## src/rtl/serial_adder_ctrl.sv

```systemverilog
// Bit-serial adder: {cout,sum} = a + b + cin, one bit per clock through a single full adder.
// Latency: start accepted at edge k -> done pulse in the cycle after edge k+WIDTH.
// Backpressure: none; start is ignored while busy, and may be held in DONE for back-to-back operations.

// Single-bit full adder, the only arithmetic element in the datapath.
module sum_1_bit (
  input  logic A,
  input  logic B,
  input  logic Cin,
  output logic S,
  output logic Cout
);

  assign S    = A ^ B ^ Cin;
  assign Cout = (A & B) | (Cin & (A ^ B));

endmodule

module serial_adder_ctrl #(
  parameter int WIDTH = 8
) (
  input  logic             clk,
  input  logic             rst_n,
  input  logic             start,
  input  logic [WIDTH-1:0] a,
  input  logic [WIDTH-1:0] b,
  input  logic             cin,
  output logic             busy,
  output logic             done,
  output logic [WIDTH-1:0] sum,
  output logic             cout
);

  localparam int CNT_W = (WIDTH > 1) ? $clog2(WIDTH) : 1;
  localparam logic [CNT_W-1:0] CNT_LAST = CNT_W'(WIDTH - 1);

  typedef enum logic [1:0] {
    IDLE = 2'd0,
    RUN  = 2'd1,
    DONE = 2'd2
  } state_t;

  state_t state_q, state_d;

  logic [WIDTH-1:0] a_q, b_q;
  // Holds the WIDTH-1 result bits already produced; the last bit comes
  // straight from the adder on the final edge.
  logic [WIDTH-2:0] res_q;
  logic [WIDTH-1:0] res_next;
  logic [CNT_W-1:0] cnt_q;
  logic             carry_q;

  logic load, shift, last;
  logic fa_s, fa_cout;

  sum_1_bit u_fa (
    .A    (a_q[0]),
    .B    (b_q[0]),
    .Cin  (carry_q),
    .S    (fa_s),
    .Cout (fa_cout)
  );

  assign res_next = {fa_s, res_q};

  // State register.
  always_ff @(posedge clk or negedge rst_n) begin
    if (!rst_n) state_q <= IDLE;
    else        state_q <= state_d;
  end

  // Next-state decode plus Moore outputs and datapath enables.
  always_comb begin
    state_d = state_q;
    load    = 1'b0;
    shift   = 1'b0;
    last    = 1'b0;
    busy    = 1'b0;
    done    = 1'b0;
    case (state_q)
      IDLE: begin
        if (start) begin
          load    = 1'b1;
          state_d = RUN;
        end
      end
      RUN: begin
        busy  = 1'b1;
        shift = 1'b1;
        if (cnt_q == CNT_LAST) begin
          last    = 1'b1;
          state_d = DONE;
        end
      end
      DONE: begin
        done = 1'b1;
        if (start) begin
          load    = 1'b1;
          state_d = RUN;
        end else begin
          state_d = IDLE;
        end
      end
      default: state_d = IDLE;
    endcase
  end

  // Operand shift registers, carry flop, bit counter and partial result.
  always_ff @(posedge clk or negedge rst_n) begin
    if (!rst_n) begin
      a_q     <= '0;
      b_q     <= '0;
      res_q   <= '0;
      cnt_q   <= '0;
      carry_q <= 1'b0;
    end else if (load) begin
      a_q     <= a;
      b_q     <= b;
      carry_q <= cin;
      cnt_q   <= '0;
    end else if (shift) begin
      a_q     <= a_q >> 1;
      b_q     <= b_q >> 1;
      carry_q <= fa_cout;
      res_q   <= res_next[WIDTH-1:1];
      cnt_q   <= cnt_q + CNT_W'(1);
    end
  end

  // Visible result only changes on the final RUN edge, so partial sums never leak out.
  always_ff @(posedge clk or negedge rst_n) begin
    if (!rst_n) begin
      sum  <= '0;
      cout <= 1'b0;
    end else if (last) begin
      sum  <= res_next;
      cout <= fa_cout;
    end
  end

endmodule

```

## config.mk

```make
export PLATFORM = sky130hd
export DESIGN_NAME = serial_adder_ctrl
export DESIGN_NICKNAME = d
export VERILOG_FILES = /design/src/rtl/serial_adder_ctrl.sv
export SDC_FILE = /design/constraint.sdc
export NUM_CORES = 1
export LEC_CHECK = 0
export CAP_MARGIN = 20
export CORE_MARGIN = 3
export CORE_UTILIZATION = 55
export DETAILED_ROUTE_END_ITERATION = 6
export GPL_TIMING_DRIVEN = 0
export PLACE_DENSITY = 0.84
export SYNTH_ARGS = -nofsm -noshare
export SYNTH_HDL_FRONTEND = slang
export SYNTH_SLANG_ARGS = --single-unit
```

## constraint.sdc

```tcl
create_clock -name clk -period 3.21 [get_ports clk]
set_input_delay 0.8025 -clock clk [delete_from_list [all_inputs] [get_ports clk]]
set_output_delay 0.8025 -clock clk [all_outputs]
set_load 0.03 [all_outputs]
```

=== Word-level counts from Yosys, hierarchy flattened ===
Index checks and enable logic that the tools add are counted.
W data, S select, Z words.

* Register bits after elaboration: 38
* Input bits: 20
* Output and inout bits: 11
* Logic and storage cells: 43

* Add/sub/neg operators: 1
* Equality and inequality tests: 5
* Mux-type cells: 18
* Bitwise operators: 6
* Reductions and logical operators: 5

{| class="wikitable"
|+ Operators with widths
! cell !! count
|-
| $mux W8 || 4
|-
| $mux W1 || 9
|-
| $mux W3 || 2
|-
| $pmux W2 S3 || 1
|-
| $mux W2 || 2
|-
| $ne A2 B2 Y1 const B || 2
|-
| $reduce_and A2 Y1 || 2
|-
| $add A3 B1 Y3 const B || 1
|-
| $eq A3 B3 Y1 const B || 1
|-
| $and A1 B1 Y1 || 2
|-
| $eq A2 B1 Y1 const B || 1
|-
| $eq A2 B2 Y1 const B || 1
|-
| $logic_not A2 Y1 || 1
|-
| $reduce_bool A2 Y1 || 1
|-
| $reduce_or A2 Y1 || 1
|-
| $xor A1 B1 Y1 || 2
|-
| $not A1 Y1 || 1
|-
| $or A1 B1 Y1 || 1
|}

=== Depth between registers and ports, before layout ===
Gate-level depths: netlist (run 1).

* Word-level depth: 5
* Depth in mapped cells: 6
* Gate-level depth less buffers: 4

=== Cells and area by module ===
A second synthesis (run 1) with hierarchy kept.

* Cell total of the unflattened synthesis: 132
* Area, all modules: 1883.1 um^2

{| class="wikitable"
|+ Modules (own cells, without submodules)
! module !! instances !! cells each !! area an instance (um^2) !! sequential area each (um^2)
|-
| serial_adder_ctrl || 1 || 131 || 1863.0 || 950.9
|-
| sum_1_bit || 1 || 1 || 20.0 || 0.0
|}

=== Worst setup path after synthesis (run 1) ===
Ideal clock, no wire load.

* Kind: reg-to-output
* Start point: register state_q[1]
* End point: output busy
* Arrival: 0.967 ns
* Data required time: 2.408 ns
* Slack: 1.441 ns
* Cell stages (with the launch flop): 5
* Buffers on the path: 2
* Cells stage by stage: dfrtp_1 > buf_6 > nand2b_4 > inv_2 > buf_2

* Cells in the longest elaborated chain, start to end: 2

{| class="wikitable"
|+ Ends and longest elaborated chain
! item !! RTL line !! RTL
|-
| from (decl) || 43 || <nowiki>state_t state_q, state_d;</nowiki>
|-
| from (signal assigned) || 69 || <nowiki>else state_q <= state_d;</nowiki>
|-
| $eq A2 B1 Y1 || 80 || <nowiki>case (state_q)</nowiki>
|-
| $mux W1 || 80 ||
|-
| to (decl) || 28 || <nowiki>output logic busy,</nowiki>
|}

No other way between the ends.

=== Worst setup path in the final report (run 1) ===
Same ends and word-level chain as after synthesis.

==> metrics.yaml, run 1 <==
run_status:
  status: "complete, no violations"
global_route:
  grt_pass1_vias: 1247
  grt_use_total_pct: 20.7
  antenna_found_initial: 0
  grt.overflow.total: 0
  grt_pass1_wl_um: 5480
  grt_max_degree: 39
clocking:
  post_cts_buffers: 0
  cts_root_buf: "clkbuf_4"
  post_cts_resized: 0
  cts_tree: "done"
  max-clock-path-buffers: 2
  worstSkewPairLatency_ps: 330
  htree_levels: 2
  clock_sinks: 38
  numCtsBuffers: 5
  cts.clk_slew.worst_paths_ps: 90
  postCtsHoldBufs: 0
cells_and_area:
  fin_area_um2: 2030
  fin_nets: 209
  drive_gt1_share_pct: 14.0
  layout.cells.non_filler: 217
  antennaDiodeCount: 0
  area_delta_synth_final_pct: 23.0
  postLayoutCoreUtil_pct: 72.3
timing:
  max_freq_mhz: 352
  worst_pin_slew_ps: 816
  slew_violations: 0
  final_hold_viol_count: 0
  layout_worst_path_cycle_share_pct: 88.4
  slew_headroom_pct: 45.6
  min_period_ps: 2840
  holdWs_ps: 483
  clock-skew-final_ps: 5.64
  rsz0062_at_grt: "false"
  setup-violations-final: 0
  fin_ws_ps: 373
  setup_tns_ps: 0
worst_setup_path:
  worst_ep_arrival_time_ps: 2030
  cp.required_ps: 2410
  end_kind: "output port"
  critPathLaunchType: "flip-flop"
  crit_type: "flip-flop to output port"
  path_max_fanout: 10
logic_synthesis:
  syn_area_um2: 1650
  ys_seq_area_share_pct: 57.6
  avgSynthCellArea_um2: 11.1
  yosysWarnings: 0
  synth_cell_type_count: 25
  synth-seq-cells: 38
  syn_nets: 172
  synthCells: 149
floorplanning:
  die_y_um: 60.8
  dieArea_um2: 3690
  core_area_um2: 2810
  rows: 19
  io_pins: 31
  start_util_pct: 58.8
  dieWidth_um: 60.8
placed_design:
  portBuffers: 30
  dpl_cell_area_um2: 1980
  place_hpwl_um: 2310
  dp_cells: 210
  globalplace.congestion: 0.725
  dp_slack_ps: 732
route:
  drtIter0Drc: 29
  avgViaCountPerCell: 5.70
  drt_wl_total_um: 3230
  ant_nets: 0
  first_pass_iters: 4
  wl_per_cell_um: 14.9
  drcViolationCount: 0
  vias: 1237
power_and_ir_drop:
  irDropWorstVdd_v: 0.000500
  p_leak_nw: 0.904
  power_density_nw_per_um2: 987
  p_total_mw: 2.00
flow_run:
  cap_violations: 0
hold_path:
  hp-class: "flip-flop to flip-flop"
-- routing by layer --
layer / global-route usage, % / up-vias / routed length [µm]
li1: - / 592 / -
met1: 24.1 / 603 / 1330
met2: 36.5 / 34 / 1700
met3: 4.68 / 8 / 142
met4: 8.67 / 0 / 56
met5: 0 / - / 0
-- report_power, final --
group	switching, mW	leakage (nW)	internal, mW
logic	0.496	0.413	0.426
clock network	0.136	0.0254	0.0826
registers	0.158	0.466	0.704
total	0.790	0.904	1.21
-- Yosys cell counts --
cell      number  area (µm²)
nand3_1        3        15.0
mux2i_1        5        50.1
inv_1          1        3.75
a211oi_1       4        30.0
nor2_1        12        45.0
nor3_1        10        50.1
buf_2          4        20.0
ha_1           2        25.0
dfrtp_1       38         951
fa_1           1        20.0
nand2b_1       1        6.26
o22ai_1       10        62.6
buf_6          1        11.3
a22oi_1        1        7.51
o21ai_0        3        15.0
nand2b_4       1        13.8
mux2_2        11         124
nor2b_1        6        37.5
a21oi_1        4        20.0
a22o_1         3        26.3
inv_2          1        3.75
nand2_1       22        82.6
buf_4          1        7.51
nand2_4        1        11.3
clkbuf_1       3        11.3
-- sequential cells by signal, summed over array words and instances, names as in the netlist --
| register | cells |
|---|---|
| carry_q | 1 |
| a_q | 8 |
| state_q | 2 |
| sum | 8 |
| b_q | 8 |
| cout | 1 |
| res_q | 7 |
| cnt_q | 3 |
-- critical path, cell delays in order, from the launching register on --
cell             delay (ps)
dfrtp_1                 380
buf_6                   150
nand2b_4                160
inv_2                    90
buf_2                   220
clkdlybuf4s50_1         710
-- logic make-up (layout without fill, tap and decap cells) --
kind of cell / count (synthesis) / in the layout / synth area share [%]
AO/OA/AOI/OAI: 25 / 25 / 9.78
adder cells (fa/ha/maj): 3 / 3 / 2.73
buffers and inverters: 11 / 48 / 3.49
flip-flops: 38 / 38 / 57.6
multiplexers: 16 / 16 / 10.5
AND/OR/NAND/NOR: 56 / 56 / 15.8
-- cells in the final DEF (no fill, tap or decap) --
| master | instances |
|---|---|
| o21ai_0 | 3 |
| a22oi_1 | 1 |
| nor2b_1 | 6 |
| a211oi_1 | 4 |
| a22o_1 | 3 |
| o22ai_1 | 10 |
| clkbuf_1 | 5 |
| clkdlybuf4s50_1 | 29 |
| clkbuf_4 | 5 |
| dfrtp_1 | 38 |
| nor2_1 | 12 |
| mux2_2 | 11 |
| buf_4 | 1 |
| buf_6 | 1 |
| nor3_1 | 10 |
| nand2b_1 | 1 |
| nand2_1 | 22 |
| nand2_4 | 1 |
| mux2i_1 | 5 |
| inv_2 | 1 |
| a21oi_1 | 4 |
| buf_2 | 5 |
| ha_1 | 2 |
| nand2b_4 | 1 |
| fa_1 | 1 |
| nand3_1 | 3 |
| inv_1 | 1 |
-- area by class of cell --
cell class | instances | area (µm²)
tap | 31 | 38.8
multi-input combinational | 100 | 642
sequential | 38 | 951
buffer | 9 | 50.0
inverter | 2 | 7.51
timing repair buffer | 30 | 295
fill | 217 | 776
clock buffer | 7 | 45.0
-- path summary, 6_finish.rpt --
check	start	end	slack, ps	cells after the start
min	res_q[0]$_DFFE_PN0P_	res_q[0]$_DFFE_PN0P_	480	2
min in group asynchronous	rst_n	sum[2]$_DFFE_PN0P_	550	1
max in group asynchronous	rst_n	cnt_q[1]$_DFFE_PN0P_	2140	1
min reg2reg	res_q[0]$_DFFE_PN0P_	res_q[0]$_DFFE_PN0P_	480	2
max reg2reg	cnt_q[0]$_DFFE_PN0P_	cnt_q[2]$_DFFE_PN0P_	1740	4
max	state_q[1]$_DFFE_PN0P_	busy	370	5
Power figures use the tool's default switching activity.
==> run 2, diff against run 1 <==
--- a/config.mk
+++ b/config.mk
@@ -11,6 +11,7 @@
 export DETAILED_ROUTE_END_ITERATION = 6
 export GPL_TIMING_DRIVEN = 0
 export PLACE_DENSITY = 0.84
+export SKIP_CTS_REPAIR_TIMING = 1
 export SYNTH_ARGS = -nofsm -noshare
 export SYNTH_HDL_FRONTEND = slang
 export SYNTH_SLANG_ARGS = --single-unit
==> results of run 2 <==
No change in the layout: final DEF, timing and power equal those of run 1.
==> run 3, diff against run 2 <==
--- a/config.mk
+++ b/config.mk
@@ -7,10 +7,11 @@
 export LEC_CHECK = 0
 export CAP_MARGIN = 20
 export CORE_MARGIN = 3
-export CORE_UTILIZATION = 55
+export CORE_UTILIZATION = 60
 export DETAILED_ROUTE_END_ITERATION = 6
+export DONT_BUFFER_PORTS = 1
 export GPL_TIMING_DRIVEN = 0
-export PLACE_DENSITY = 0.84
+export PLACE_DENSITY = 0.76
 export SKIP_CTS_REPAIR_TIMING = 1
 export SYNTH_ARGS = -nofsm -noshare
 export SYNTH_HDL_FRONTEND = slang
==> metrics.yaml, run 3 (synthesis gave the netlist of run 1 again) <==
floorplanning:
  io_pins: 31
  core_area_um2: 2540
  rows: 18
  die_y_um: 58.4
  dieWidth_um: 58.4
  dieArea_um2: 3420
  start_util_pct: 64.8
cells_and_area:
  layout_commonest_cell: "dfrtp_1"
  layout.cells.non_filler: 187
  fin_nets: 179
  reg_top3: "a_q: 8 flops, b_q: 8 flops, sum: 8 flops"
  final_cell_mix: "dfrtp_1 (38), nand2_1 (22), nor2_1 (12)"
  antennaDiodeCount: 0
  area_delta_synth_final_pct: 7.05
  postLayoutCoreUtil_pct: 69.4
  drive_gt1_share_pct: 17.8
global_route:
  antenna_found_initial: 0
  grt_pass1_vias: 1209
  grt_use_total_pct: 20.2
  grt.overflow.total: 0
  grt_pass1_wl_um: 5280
  grt_max_degree: 39
route:
  drtIter0Drc: 42
  wl_met3_um: 136
  wl_per_cell_um: 15.6
  wl_met2_um: 1450
  ant_nets: 0
  drcViolationCount: 0
  highest_layer: "met4"
  first_pass_iters: 4
  avgViaCountPerCell: 5.90
  vias: 1104
  drt_wl_total_um: 2910
  drt-met1-wl_um: 1290
placed_design:
  place_hpwl_um: 2050
  portBuffers: 0
  globalplace.congestion: 0.720
  dp_cells: 179
  dp_slack_ps: 1350
power_and_ir_drop:
  p_leak_nw: 0.808
  clkPwrFrac_pct: 15.4
  power_density_nw_per_um2: 1090
  pwr-share-comb_pct: 34.1
  swShare_pct: 39.5
  irDropWorstVdd_v: 0.000649
  power.internal_mw: 1.16
  p_sw_uw: 758
  seqPwrFrac_pct: 50.5
worst_setup_path:
  cp.required_ps: 2410
  end_kind: "output port"
  critPathLaunchType: "flip-flop"
  path_max_fanout: 10
  worst_ep_arrival_time_ps: 1430
  reg2reg_depth: 4
  worstPathCellList: "buf_6, nand2b_4, inv_2, buf_2"
  crit_type: "flip-flop to output port"
  crit_slowest_cell: "dfrtp_1"
  crit_path_max_incr_delay_ps: 390
clocking:
  htree_levels: 2
  clock_sinks: 38
  numCtsBuffers: 5
  cts_tree: "done"
  max-clock-path-buffers: 2
  cts.clk_slew.worst_paths_ps: 100
  worstSkewPairLatency_ps: 330
  cts_root_buf: "clkbuf_4"
timing:
  layout_worst_path_cycle_share_pct: 69.5
  rsz0062_at_grt: "false"
  fin_ws_ps: 980
  setup_tns_ps: 0
  worst_pin_slew_ps: 581
  clock-skew-final_ps: 4.75
  slew_headroom_pct: 61.2
  slew_violations: 0
  min_period_ps: 2230
  setup-violations-final: 0
  final_hold_viol_count: 0
  max_freq_mhz: 448
hold_path:
  hp-class: "primary input to asynchronous set/reset pin"
run_status:
  status: "complete, no violations"
flow_run:
  cap_violations: 0
## run 3: cell type report
| type | instances | area [µm²] |
|---|---|---|
| Sequential cell | 38 | 951 |
| Multi-Input combinational cell | 100 | 642 |
| Fill cell | 203 | 778 |
| Buffer | 9 | 50.0 |
| Clock buffer | 8 | 78.8 |
| Inverter | 2 | 7.51 |
| Tap cell | 30 | 37.5 |
## run 3: path summary, 6_finish.rpt
path / start / end / slack, ps
min in group clk: res_q[0]$_DFFE_PN0P_ / res_q[0]$_DFFE_PN0P_ / 500
worst min register to register: res_q[0]$_DFFE_PN0P_ / res_q[0]$_DFFE_PN0P_ / 500
worst max register to register: cnt_q[0]$_DFFE_PN0P_ / cnt_q[2]$_DFFE_PN0P_ / 1740
max in group asynchronous: rst_n / carry_q$_DFFE_PN0P_ / 2980
worst min-delay path: rst_n / sum[0]$_DFFE_PN0P_ / 150
worst max-delay path: state_q[1]$_DFFE_PN0P_ / busy / 980
## run 3: worst max-delay path, delay by kind of cell, from the launching register on
family / cells / cell delay [ps]
buffers and inverters: 3 / 550
DFF: 1 / 390
and+or+nand+nor: 1 / 160
## run 3: power groups by stage
stage          Combinational, mW  Clock [mW]  Sequential (mW)
6_report                   0.655       0.295            0.969
3_5_place_dp               0.656           0            0.981
4_1_cts                    0.659       0.304            0.971
2_1_floorplan              0.545           0            0.932
3_3_place_gp               0.619           0            0.968
5_1_grt                    0.750       0.326             1.00
## run 3: metrics by stage
stage	hold slack, ps	cell area, µm²	total power, mW
5_1_grt	119	1770	2.08
6_report	152	1770	1.92
2_1_floorplan	442	1650	1.48
4_1_cts	136	1770	1.93
3_3_place_gp	456	1690	1.59
3_5_place_dp	474	1690	1.64
## run 3: per-layer routing
layer / global-route usage, % / vias up
met2: 34.3 / 29
met4: 8.28 / 0
li1: - / 539
met1: 25.4 / 531
met3: 3.95 / 5
met5: 0 / -
